[config.mk]
export PLATFORM = sky130hd
export DESIGN_NAME = seg_data_drive
export DESIGN_NICKNAME = d
export VERILOG_FILES = /design/src/rtl/seg_data_drive.sv
export SDC_FILE = /design/constraint.sdc
export NUM_CORES = 1
export LEC_CHECK = 0
export CAP_MARGIN = 20
export CORE_ASPECT_RATIO = 0.8
export CORE_MARGIN = 2
export CORE_UTILIZATION = 34
export CTS_CLUSTER_DIAMETER = 60
export CTS_CLUSTER_SIZE = 8
export DETAILED_ROUTE_END_ITERATION = 10
export PLACE_DENSITY_LB_ADDON = 0.08
export SYNTH_ARGS = -nofsm -noshare
export SYNTH_HDL_FRONTEND = slang
export SYNTH_SLANG_ARGS = --single-unit
[constraint.sdc]
create_clock -name clk -period 2.5 [get_ports clk]
set_input_delay 0.375 -clock clk [delete_from_list [all_inputs] [get_ports clk]]
set_output_delay 0.375 -clock clk [all_outputs]
set_load 0.02 [all_outputs]
[src/rtl/seg_data_drive.sv]
// seg_data_drive
// Segment-data stage for an 8-digit multiplexed seven-segment display.
// Display content arrives over a valid/ready port into a pending buffer.
// It is copied into the active buffer only at a frame boundary, so a scan
// never shows a torn frame. The stage also provides per-digit blink,
// per-digit decimal points and optional leading-zero blanking.
//
// Optional feature macro: SEG_LZB_EN (leading-zero blanking, computed at commit).
//
// Parameters:
//   BLINK_HALF  clk cycles per blink half-period (1..65535)
// Ports:
//   clk          scan clock, shared with the digit-select stage
//   rst_n        asynchronous active-low reset
//   sel_in[7:0]  one-cold digit select; bit i low enables digit i
//   upd_valid    update payload valid
//   upd_ready    pending slot free
//   upd_data     eight hex codes; digit i is upd_data[4i+3:4i]
//   upd_dp       per-digit decimal point, 1 = lit
//   blink_mask   per-digit blink enable, sampled every cycle
//   seg_out      {dp,g,f,e,d,c,b,a}, active-high, registered
//   frame_start  one-cycle pulse after sel_in == 8'h7F is sampled
//   sel_err      sticky flag: sel_in was seen not one-cold
module seg_data_drive #(
    parameter int BLINK_HALF = 250
) (
    input  logic        clk,
    input  logic        rst_n,
    input  logic [7:0]  sel_in,
    input  logic        upd_valid,
    output logic        upd_ready,
    input  logic [31:0] upd_data,
    input  logic [7:0]  upd_dp,
    input  logic [7:0]  blink_mask,
    output logic [7:0]  seg_out,
    output logic        frame_start,
    output logic        sel_err
);

    localparam logic [15:0] BLINK_LAST = 16'(BLINK_HALF - 1);

    // Hex code to {g,f,e,d,c,b,a} glyph.
    function automatic logic [6:0] hex_glyph(input logic [3:0] code);
        logic [6:0] g;
        case (code)
            4'h0:    g = 7'h3F;
            4'h1:    g = 7'h06;
            4'h2:    g = 7'h5B;
            4'h3:    g = 7'h4F;
            4'h4:    g = 7'h66;
            4'h5:    g = 7'h6D;
            4'h6:    g = 7'h7D;
            4'h7:    g = 7'h07;
            4'h8:    g = 7'h7F;
            4'h9:    g = 7'h6F;
            4'hA:    g = 7'h77;
            4'hB:    g = 7'h7C;
            4'hC:    g = 7'h39;
            4'hD:    g = 7'h5E;
            4'hE:    g = 7'h79;
            4'hF:    g = 7'h71;
            default: g = 7'h00;
        endcase
        return g;
    endfunction

`ifdef SEG_LZB_EN
    // Blank digit i (i >= 1) when it and every digit to its left are zero.
    function automatic logic [7:0] lzb_mask(input logic [31:0] data);
        logic [7:0] m;
        logic       zero_run;
        m        = 8'h00;
        zero_run = 1'b1;
        for (int i = 7; i >= 1; i--) begin
            zero_run = zero_run && (data[4*i +: 4] == 4'h0);
            m[i]     = zero_run;
        end
        return m;
    endfunction
`endif

    logic [31:0] pend_data_r;
    logic [7:0]  pend_dp_r;
    logic        pend_valid_r;
    logic [31:0] act_data_r;
    logic [7:0]  act_dp_r;
    logic [15:0] blink_cnt_r;
    logic        blink_phase_r;

    logic [3:0]  zero_cnt_s;
    logic [2:0]  sel_idx_s;
    logic        sel_ok_s;
    logic        frame_sel_s;
    logic        commit_s;
    logic        xfer_s;
    logic [31:0] view_data_s;
    logic [7:0]  view_dp_s;
    logic [7:0]  view_blank_s;
    logic [3:0]  code_s;
    logic [7:0]  seg_next_s;

`ifdef SEG_LZB_EN
    logic [7:0]  act_blank_r;
`endif

    assign upd_ready = ~pend_valid_r;

    // Locate the enabled digit and count how many digits are enabled.
    always_comb begin
        zero_cnt_s = 4'd0;
        sel_idx_s  = 3'd0;
        for (int i = 0; i < 8; i++) begin
            zero_cnt_s = zero_cnt_s + {3'd0, ~sel_in[i]};
            if (!sel_in[i]) begin
                sel_idx_s = 3'(i);
            end else begin
                sel_idx_s = sel_idx_s;
            end
        end
        sel_ok_s = (zero_cnt_s == 4'd1);
    end

    assign frame_sel_s = (sel_in == 8'h7F);
    assign commit_s    = frame_sel_s && pend_valid_r;
    assign xfer_s      = upd_valid && ~pend_valid_r;

    // The segment mux reads the post-commit view so digit 7 of a committing
    // frame already shows the new content.
    always_comb begin
        if (commit_s) begin
            view_data_s = pend_data_r;
            view_dp_s   = pend_dp_r;
        end else begin
            view_data_s = act_data_r;
            view_dp_s   = act_dp_r;
        end
`ifdef SEG_LZB_EN
        if (commit_s) begin
            view_blank_s = lzb_mask(pend_data_r);
        end else begin
            view_blank_s = act_blank_r;
        end
`else
        view_blank_s = 8'h00;
`endif
    end

    assign code_s = view_data_s[{sel_idx_s, 2'b00} +: 4];

    // Compose the next segment pattern: glyph, decimal point, blanking, blink.
    always_comb begin
        seg_next_s = 8'h00;
        if (!sel_ok_s) begin
            seg_next_s = 8'h00;
        end else if (blink_phase_r && blink_mask[sel_idx_s]) begin
            seg_next_s = 8'h00;
        end else if (view_blank_s[sel_idx_s]) begin
            seg_next_s = {view_dp_s[sel_idx_s], 7'h00};
        end else begin
            seg_next_s = {view_dp_s[sel_idx_s], hex_glyph(code_s)};
        end
    end

    // Pending slot: capture on transfer, release on commit.
    always_ff @(posedge clk or negedge rst_n) begin
        if (!rst_n) begin
            pend_valid_r <= 1'b0;
            pend_data_r  <= 32'h0000_0000;
            pend_dp_r    <= 8'h00;
        end else if (commit_s) begin
            pend_valid_r <= 1'b0;
        end else if (xfer_s) begin
            pend_valid_r <= 1'b1;
            pend_data_r  <= upd_data;
            pend_dp_r    <= upd_dp;
        end else begin
            pend_valid_r <= pend_valid_r;
        end
    end

    // Active buffer: loaded from pending only at a frame boundary.
    always_ff @(posedge clk or negedge rst_n) begin
        if (!rst_n) begin
            act_data_r <= 32'h0000_0000;
            act_dp_r   <= 8'h00;
        end else if (commit_s) begin
            act_data_r <= pend_data_r;
            act_dp_r   <= pend_dp_r;
        end else begin
            act_data_r <= act_data_r;
        end
    end

`ifdef SEG_LZB_EN
    // Blank mask follows the active data; all-zero content leaves only digit 0.
    always_ff @(posedge clk or negedge rst_n) begin
        if (!rst_n) begin
            act_blank_r <= 8'hFE;
        end else if (commit_s) begin
            act_blank_r <= lzb_mask(pend_data_r);
        end else begin
            act_blank_r <= act_blank_r;
        end
    end
`endif

    // Free-running blink timebase; phase 0 is the visible half.
    always_ff @(posedge clk or negedge rst_n) begin
        if (!rst_n) begin
            blink_cnt_r   <= 16'd0;
            blink_phase_r <= 1'b0;
        end else if (blink_cnt_r == BLINK_LAST) begin
            blink_cnt_r   <= 16'd0;
            blink_phase_r <= ~blink_phase_r;
        end else begin
            blink_cnt_r   <= blink_cnt_r + 16'd1;
        end
    end

    // Registered outputs.
    always_ff @(posedge clk or negedge rst_n) begin
        if (!rst_n) begin
            seg_out     <= 8'h00;
            frame_start <= 1'b0;
            sel_err     <= 1'b0;
        end else begin
            seg_out     <= seg_next_s;
            frame_start <= frame_sel_s;
            sel_err     <= sel_err | ~sel_ok_s;
        end
    end

endmodule

==> results of run 1 <==
==> cells in the final DEF (no fill, tap or decap), types with 2 or more instances in the layout <==
cell type	count
sky130_fd_sc_hd__nor2_2	2
sky130_fd_sc_hd__clkbuf_16	9
sky130_fd_sc_hd__nand3_1	7
sky130_fd_sc_hd__nand2_1	80
sky130_fd_sc_hd__a211o_1	2
sky130_fd_sc_hd__xor2_1	8
sky130_fd_sc_hd__a21oi_1	5
sky130_fd_sc_hd__buf_12	5
sky130_fd_sc_hd__ha_1	11
sky130_fd_sc_hd__inv_6	4
sky130_fd_sc_hd__nand2b_1	2
sky130_fd_sc_hd__and2_1	2
sky130_fd_sc_hd__nor3_1	5
sky130_fd_sc_hd__a221oi_2	2
sky130_fd_sc_hd__nor2_1	27
sky130_fd_sc_hd__mux2_2	54
sky130_fd_sc_hd__buf_2	2
sky130_fd_sc_hd__clkdlybuf4s50_1	65
sky130_fd_sc_hd__mux2_4	3
sky130_fd_sc_hd__mux2i_1	18
sky130_fd_sc_hd__dfrtp_1	108
sky130_fd_sc_hd__o22ai_1	3
sky130_fd_sc_hd__nand4_1	4
sky130_fd_sc_hd__and3_1	2
sky130_fd_sc_hd__o21ai_0	7
sky130_fd_sc_hd__buf_4	48
sky130_fd_sc_hd__nor4_1	4
sky130_fd_sc_hd__fa_1	3
sky130_fd_sc_hd__xnor2_1	8
sky130_fd_sc_hd__inv_2	3
sky130_fd_sc_hd__or3_1	2
sky130_fd_sc_hd__inv_1	20
sky130_fd_sc_hd__o211ai_1	2
sky130_fd_sc_hd__buf_6	2
sky130_fd_sc_hd__a211oi_2	3
==> power by group through the flow <==
stage | registers [W] | logic (W) | clock network [W]
floorplan | 0.00205 | 0.000350 | 0
global placement | 0.00204 | 0.000718 | 0
detailed placement | 0.00204 | 0.000736 | 0
CTS | 0.00201 | 0.000792 | 0.00153
global route | 0.00203 | 0.000873 | 0.00161
finish | 0.00201 | 0.000789 | 0.00147
==> flip-flops by register name (all words and copies together) (netlist names) <==
| register | count |
|---|---|
| act_data_r | 32 |
| act_dp_r | 8 |
| blink_cnt_r | 16 |
| blink_phase_r | 1 |
| frame_start | 1 |
| pend_data_r | 32 |
| pend_dp_r | 8 |
| pend_valid_r | 1 |
| seg_out | 8 |
| sel_err | 1 |
==> cell type report <==
class | count | share of cell area
Multi-Input combinational cell | 293 | 0.3360
Clock inverter | 7 | 0.01165
Inverter | 23 | 0.01276
Sequential cell | 108 | 0.3995
Clock buffer | 9 | 0.03329
Tap cell | 184 | 0.03403
Timing Repair Buffer | 124 | 0.1727
==> worst max path at each step <==
stage,slack (ps),start,cells past startpoint,end
floorplan,-710,sel_in[0],12,seg_out[5]
global placement,-1330,sel_in[0],13,seg_out[5]
detailed placement,-1440,sel_in[0],13,seg_out[6]
CTS,-870,sel_in[0],13,seg_out[2]
global route,-800,sel_in[0],14,seg_out[1]
finish,-650,sel_in[0],14,seg_out[1]
==> routing by layer <==
layer  up-vias  GRT usage  wire length, µm
li1       1737          -                -
met1      1754     0.2166             5545
met2        60     0.2400             5075
met3        13    0.03682              389
met4         0    0.05267              165
met5         -          0                0
==> per-stage QoR <==
step | cell area (µm²) | cells | setup WS (ps) | setup TNS, ps | utilization
6_report | 6765 | 748 | -649.8 | -5291 | 0.4684
5_1_grt | 6765 | 748 | -799.5 | -6591 | 0.4684
4_1_cts | 6748 | 748 | -867.2 | -7068 | 0.4672
3_5_place_dp | 6376 | 728 | -1437 | -12400 | 0.4414
3_3_place_gp | 6376 | 728 | -1332 | -11620 | 0.4414
2_1_floorplan | 5095 | 440 | -712.8 | -5984 | -
==> cell families after synthesis <==
kind of cell               count (synthesis)
DFF                                      108
xor gates and xnor gates                  16
and+or+nand+nor                          145
AOI/OAI and AO/OA                         40
adders and majority gates                 16
muxes                                     76
buffers and inverters                     39
==> Yosys cell counts, drive strengths merged, types with 3 or more instances <==
cell	instances
ha	12
o21ai	9
buf	10
inv	23
dfrtp	108
nand3	7
nor3	6
clkbuf	6
xor2	8
o211ai	3
o22ai	3
nor2	29
a21oi	6
nor4	4
mux2i	18
a211oi	4
nand2	80
fa	4
nand4	5
xnor2	8
mux2	57
==> critical path, cell delays in order <==
cell                        delay, ps
sky130_fd_sc_hd__buf_8            100
sky130_fd_sc_hd__fa_1             540
sky130_fd_sc_hd__inv_2             50
sky130_fd_sc_hd__fa_1             450
sky130_fd_sc_hd__fa_1             500
sky130_fd_sc_hd__ha_2             190
sky130_fd_sc_hd__inv_2             40
sky130_fd_sc_hd__fa_2             360
sky130_fd_sc_hd__a2111oi_4        210
sky130_fd_sc_hd__a21oi_2           70
sky130_fd_sc_hd__nor2_2           140
sky130_fd_sc_hd__o21ai_4          130
sky130_fd_sc_hd__buf_6            140
sky130_fd_sc_hd__a211oi_2         130
==> what timing repair did <==
item,4_1_cts,5_1_grt
hold buffers,1,0
pin swaps,8,7
resized for setup,21,4
setup endpoints to repair,9,9
hold endpoints to repair,10,0
buffers inserted,3,0
==> results.txt, run 1 <==
Global routing finished with a remaining overflow of 0. The basic-gate share of the synthesized area counting and, or, nand and nor cells is 0.1298. In this run the tightest slew margin relative to its limit is 0.5594. The weighted congestion reported at the end of routability-driven placement is 0.8171. The highest fanout seen on the critical path came out at 8.

Across the run, the number of max-cap violations was 0. Setup repair after global routing could not meet its margin everywhere. The I/O pin count is 70. The final setup slack of the worst path is -649.8 ps.

The element type at the critical path start is an input port. The remaining number of nets flagged by the antenna check after routing came out at 0. The path type of the worst min-delay path is in2async.

The number of filler cells placed in the layout is 1355. The initial standard-cell utilization of the core is 0.3517. STA puts the critical path data required time at 2780 ps. The cell count after synthesis came out at 440.

Using the TritonRoute via totals, the vias-per-cell ratio works out to 4.765. The port buffer count came out at 69. The static leakage power came out at 3.191 nW.

The largest family of logic cells by synthesized area is multiplexers. The minimum period implied by the final worst setup slack came out at 3150 ps. The clock share of power is 0.344.

The area fraction in compound gates after synthesis came to 0.06207. The worst hold margin is 395.7 ps. The largest net degree at the start of global routing is 60. The internal power of the cells is 0.003149 W. In the final design database the tool counted 634 nets. The detailed-routing iteration count for the pre-antenna-repair pass is 4. The wire length of the first global-routing pass came out at 19.35 mm. The number of clock sinks is 108. In this run, the number of DRC markers left after iteration 0 of detailed routing was 150.

The number of antenna violations at the first check in global routing came out at 0. Of the post-synthesis cell area, the dominant cell type holds 0.5320. The clock-pin slew on the worst setup and hold paths came out at 80 ps. The total power divided by cell area is 630.0 nW/µm².

The run finished, with violations left. Yosys attributes the largest share of cell area to sky130_fd_sc_hd__dfrtp_1, sky130_fd_sc_hd__mux2_2, sky130_fd_sc_hd__nand2_1. After detailed routing, the total wire length is 11.18 mm.

The overall die height is 113.3 µm. The growth of design area from synthesis to finish came out at 33.18%. The worst endpoint data arrival time came out at 3430 ps. The routed wire length per instance came out at 14.94 µm. After detailed routing, the number of remaining DRC violations is 0. For the pin with the worst max-slew slack, the measured transition is 658.4 ps. The number of unique standard cell types used by synthesis is 55.

The critical path class is in2reg. Of the post-synthesis cell area, the part taken by muxes is 0.1685. The number of vias after detailed routing came out at 3564. The final worst-path cycle share is 1.260. The number of flops mapped to enable cells by yosys is 0. For the final database, setup skew stands at 8.460 ps. The switching portion of total power came out at 0.2611. The final hold violation count came to 0.

Of the total synthesized cell area, the portion taken by full adders, half adders and majority gates is 0.04532. Once detailed placement completed, the half-perimeter wirelength came to 8.217 mm. The design draws 0.004262 W. The final reports fail on negative setup slack.

The core box area came out at 14440 µm². The fmax came out at 0.3175 GHz. The worst register-to-register path has a setup slack of -250 ps.

The xor-xnor portion of the synthesized cell area came out at 0.02759. The max-slew violation count came to 0. The buffer levels on the longest clock path came out at 2. The insertion delay to the later sink of the worst-skew pair is 360 ps. Of the total power, registers draw 0.471. The endpoint identified for the worst register-to-register timing path is seg_out[0].

The net switching power figure came out at 0.001113 W. The register area came out at 2703 µm². The net count after synthesis came out at 515.

The combinational power share is 0.185. The cell taking the most area after synthesis is sky130_fd_sc_hd__dfrtp_1. The number of global-route vias before repair came out at 3756. The startpoint identified for the worst register-to-register timing path is pend_valid_r.

The total number of placement rows came out at 39. The post-synthesis area per instance is 11.55 µm². IR analysis of the VDD net gives a maximum drop of 0.3408 mV. The main flop type after synthesis is sky130_fd_sc_hd__dfrtp_1. The global routing usage summed across all routing layers came out at 0.1555. The worst register-to-register path has a depth of 12. The H-tree level count is 3. The cell area that synthesis handed to floorplanning was 5080 µm². The fraction of synthesis flops using an asynchronous set or reset pin is 1.000.

CTS placed an instance of sky130_fd_sc_hd__clkbuf_16 at the clock tree root. The full die area came out at 15940 µm². Of the cells placed in the final design, the portion with a size suffix greater than 1 is 0.2784. TritonCTS built the clock tree. The number of buffers added by the clock tree synthesis step is 9. The count of yosys warnings during synthesis came out at 0.

The final antenna diode count is 0. STA classifies the critical path endpoint as a flip-flop. The area of the multi-input gates is 2273 µm². The post-synthesis sequential element count is 108. The sequential element share of the synthesized area is 0.5320. The number of setup violations in the final report is 9. The overall die width came out at 140.7 µm.
Note: power is estimated with default switching activity, not from simulation.
==> run 2: changes to the inputs <==
- CAP_MARGIN: 20 -> unset
- clock period: 2.5 -> 2.6 ns (I/O delays scaled with it)
==> run 2 against run 1 <==
  * The run still ends with negative setup slack left
  * Combinational power shrank 4.7%
  * Design area shrank 0.63%
  * Global-route usage is essentially flat
  * Worst hold slack lost 380 ps
  * Setup slack gained 67 ps
  * Critical path type unchanged
  * Critical endpoint is now sel_err
  * Largest power group unchanged
  * Highest routed layer unchanged
==> results.txt, run 2 (synthesis results as in run 1) <==
The H-tree level count came to 3 (unchanged). The net count reported at finish was 632 (-0.32%). The post-placement setup slack is -1338 ps (+99.79 ps). The routed wire length per instance was 15.12 µm (+1.2%). The checks that failed: negative setup slack. The overall die width came out at 140.7 µm (unchanged). The largest registers in the layout are act_data_r: 32 flops, pend_data_r: 32 flops, blink_cnt_r: 16 flops.

By startpoint and endpoint, the worst setup path is classified as in2reg. The routed via count divided by cell count is 4.737 (-0.58%). The worst endpoint data arrival time is 3420 ps (about the same). The worst setup path is launched from an input port. The routing usage on met1 came out at 0.2159 (-0.0006817). TritonCTS built the clock tree. The tightest min-delay check is of the in2async type. The number of non-filler instances in the completed layout is 746 (-0.27%). The global routing usage summed across all routing layers is 0.1557 (+0.0001745). The total power divided by cell area came to 591.0 nW/µm² (-6.2%).

The met2 track utilization from global routing was 0.2377 (-0.002276). The remaining number of nets flagged by the antenna check after routing came out at 0 (unchanged). In the layout the commonest cells are sky130_fd_sc_hd__dfrtp_1, sky130_fd_sc_hd__nand2_1, sky130_fd_sc_hd__clkdlybuf4s50_1.

The total buffers and inverters traversed by the critical path is 4 (unchanged). The detailed-routing iteration count for the pre-antenna-repair pass is 4 (unchanged). The global routing stage identified its most utilized layer as met2.

The total wirelength of the detailed-routed design is 11.28 mm (+0.90%). The register area is 2703 µm² (unchanged). The final instance area came to 6723 µm² (-0.63%). The net switching power figure is 0.001053 W (-5.4%).

For the finished layout, the period the worst path requires is 3182 ps. The slowest stage of the critical path belongs to the cell sky130_fd_sc_hd__fa_1. The number of filler cells placed in the layout came out at 1339 (-1.2%). The largest net degree at the start of global routing came out at 67 (+12%). The worst clock skew came out at 9.274 ps (+0.8138 ps). The sequential power share came out at 0.485 (+0.014).

Setup repair after global routing could not meet its margin everywhere. The worst setup path is captured at a flip-flop. The worst-case headroom to the max-slew limit came out at 0.5283 (-0.03117). The port buffer count is 69 (unchanged).

The buffer levels on the longest clock path is 2 (unchanged). The clock-pin slew on the worst setup and hold paths is 70 ps (about the same). The number of buffers added by the clock tree synthesis step came out at 9 (unchanged). The met3 capacity usage during global routing is 0.03936 (+0.002539). The full die area is 15940 µm² (unchanged). The placed instance count came out at 728 (unchanged).

The number of clock sinks is 108 (unchanged). The overall die height was 113.3 µm (unchanged). The growth of design area from synthesis to finish is 32.34%. The area after detailed placement is 6376 µm² (unchanged). The setup TNS after final layout is -5010 ps (+281.6 ps).

The number of antenna violations at the first check in global routing came out at 0 (unchanged). The weighted congestion reported at the end of routability-driven placement came out at 0.8352 (+2.2%). The internal power of the cells came out at 0.002921 W (-7.3%). The final hold violation count is 0 (unchanged). The number of design rule violations left after detail routing came out at 0 (unchanged).

The area of the multi-input gates is 2277 µm² (+0.16%). The initial DRC count came to 181 (+21%). The switching portion of total power is 0.2650 (+0.003875). The clock share of power came out at 0.325 (-0.019). The final setup slack of the worst path came out at -582.3 ps (+67.45 ps). The dominant cell type by count on the critical path is sky130_fd_sc_hd__fa_1. The sum of net half-perimeters after detailed placement came to 8.224 mm (about the same). The aggregate global routing overflow is 0 (unchanged). The I/O pin count came out at 70 (unchanged).

The max-slew violation count came out at 0 (unchanged). The run finished, with violations left. The number of setup violations in the final report is 9 (unchanged). The core box area is 14440 µm² (unchanged). CTS placed an instance of sky130_fd_sc_hd__clkbuf_16 at the clock tree root. The worst hold margin is 17.26 ps (-378.4 ps).

The number of vias after detailed routing is 3534 (-0.84%). The initial standard-cell utilization of the core came to 0.3517 (unchanged). The static leakage power is 3.162 nW (-0.91%).

The combinational power share is 0.189 (+0.004). The critical path required time is 2840 ps (+60 ps). The maximum ir drop on the vdd rail came out at 0.2967 mV (-13%). Dividing the final minimum period by the clock period gives 1.224. The total number of placement rows is 39 (unchanged). The fraction of final layout cells sized beyond drive strength 1 came to 0.2776 (-0.0007887). The insertion delay to the later sink of the worst-skew pair came out at 360 ps (about the same).

The maximum cell stage delay along the critical path is 570 ps (+30 ps). The highest fanout seen on the critical path is 2 (-6). The worst-margin pin slew is 705.0 ps (+46.58 ps). The critical path's top delay family is adder cells. Walking the worst path, the cells encountered are buf_6 -> fa_1 -> inv_2 -> fa_1 -> fa_1 -> ha_2 -> inv_2 -> fa_2 -> a2111oi_4 -> a21oi_2 -> buf_4 -> or3_1. The number of global-route vias before repair is 3727 (-0.77%). The number of max-cap violations was 0 (unchanged). The fmax is 0.3142 GHz. The wire length of the first global-routing pass is 19.25 mm (-0.50%). The final antenna diode count is 0 (unchanged). The library cell used most frequently in the layout, excluding fill and tap cells, is sky130_fd_sc_hd__dfrtp_1.
==> run 2: power by group through the flow <==
stage / logic (W) / clock network (W) / registers [W]
finish: 0.000752 / 0.00129 / 0.00193
global route: 0.000831 / 0.00142 / 0.00195
CTS: 0.000746 / 0.00136 / 0.00193
detailed placement: 0.000705 / 0 / 0.00196
global placement: 0.000688 / 0 / 0.00196
floorplan: 0.000336 / 0 / 0.00197
==> run 2: what timing repair did <==
item | 4_1_cts | 5_1_grt
hold buffers | 0 | 0
cloned | 0 | 0
endpoints found under the setup margin | 9 | 9
pin swaps | 8 | 10
setup buffers | 1 | 1
gates resized for setup | 20 | 5
==> run 2: worst paths after layout <==
kind                                       from              end  slack, ps  cells after the start
worst min register to register  pend_data_r[26]   act_data_r[26]        470                      2
worst max-delay path                  sel_in[0]          sel_err       -580                     12
worst max register to register     pend_valid_r       seg_out[0]       -150                     12
min in group clk                pend_data_r[26]   act_data_r[26]        470                      2
max in group asynchronous                 rst_n      act_dp_r[6]       1830                      2
worst min-delay path                      rst_n  pend_data_r[29]         20                      1
==> run 2: worst reg2reg max path, stage by stage (launching register included) <==
cell and delay (ps):
sky130_fd_sc_hd__dfrtp_1 400, sky130_fd_sc_hd__nand4b_4 120, sky130_fd_sc_hd__or2_1 260, sky130_fd_sc_hd__buf_12 160, sky130_fd_sc_hd__mux2_2 280, sky130_fd_sc_hd__o22a_1 210
sky130_fd_sc_hd__o221a_2 120, sky130_fd_sc_hd__o21ai_1 190, sky130_fd_sc_hd__inv_1 100, sky130_fd_sc_hd__ha_1 220, sky130_fd_sc_hd__or3_1 360, sky130_fd_sc_hd__o221ai_1 80
sky130_fd_sc_hd__and2b_1 160
==> run 2: area by class of cell <==
cell class                      count  share of cell area
Multi-Input combinational cell    293              0.3387
Timing Repair Buffer              122              0.1710
Tap cell                          184             0.03425
Clock inverter                      6            0.007072
Inverter                           23             0.01284
Clock buffer                       10             0.03406
Sequential cell                   108              0.4020
==> run 2: per-stage QoR <==
stage,total power [W],util
6_report,0.003973,0.4654
5_1_grt,0.004201,0.4654
4_1_cts,0.004034,0.4634
3_5_place_dp,0.002669,0.4414
3_3_place_gp,0.002651,0.4414
2_1_floorplan,0.002308,-
==> run 2: routing by layer <==
| layer | wire length [µm] | share of wire |
|---|---|---|
| met4 | 176 | 0.016 |
| met2 | 4996 | 0.44 |
| met3 | 430 | 0.038 |
| met5 | 0 | 0 |
| met1 | 5673 | 0.50 |
==> run 3: changes to the inputs <==
- ABC_CLOCK_PERIOD_IN_PS: unset -> 2600
==> results of run 3 <==
Final layout, timing and power as in run 2 (identical DEF).
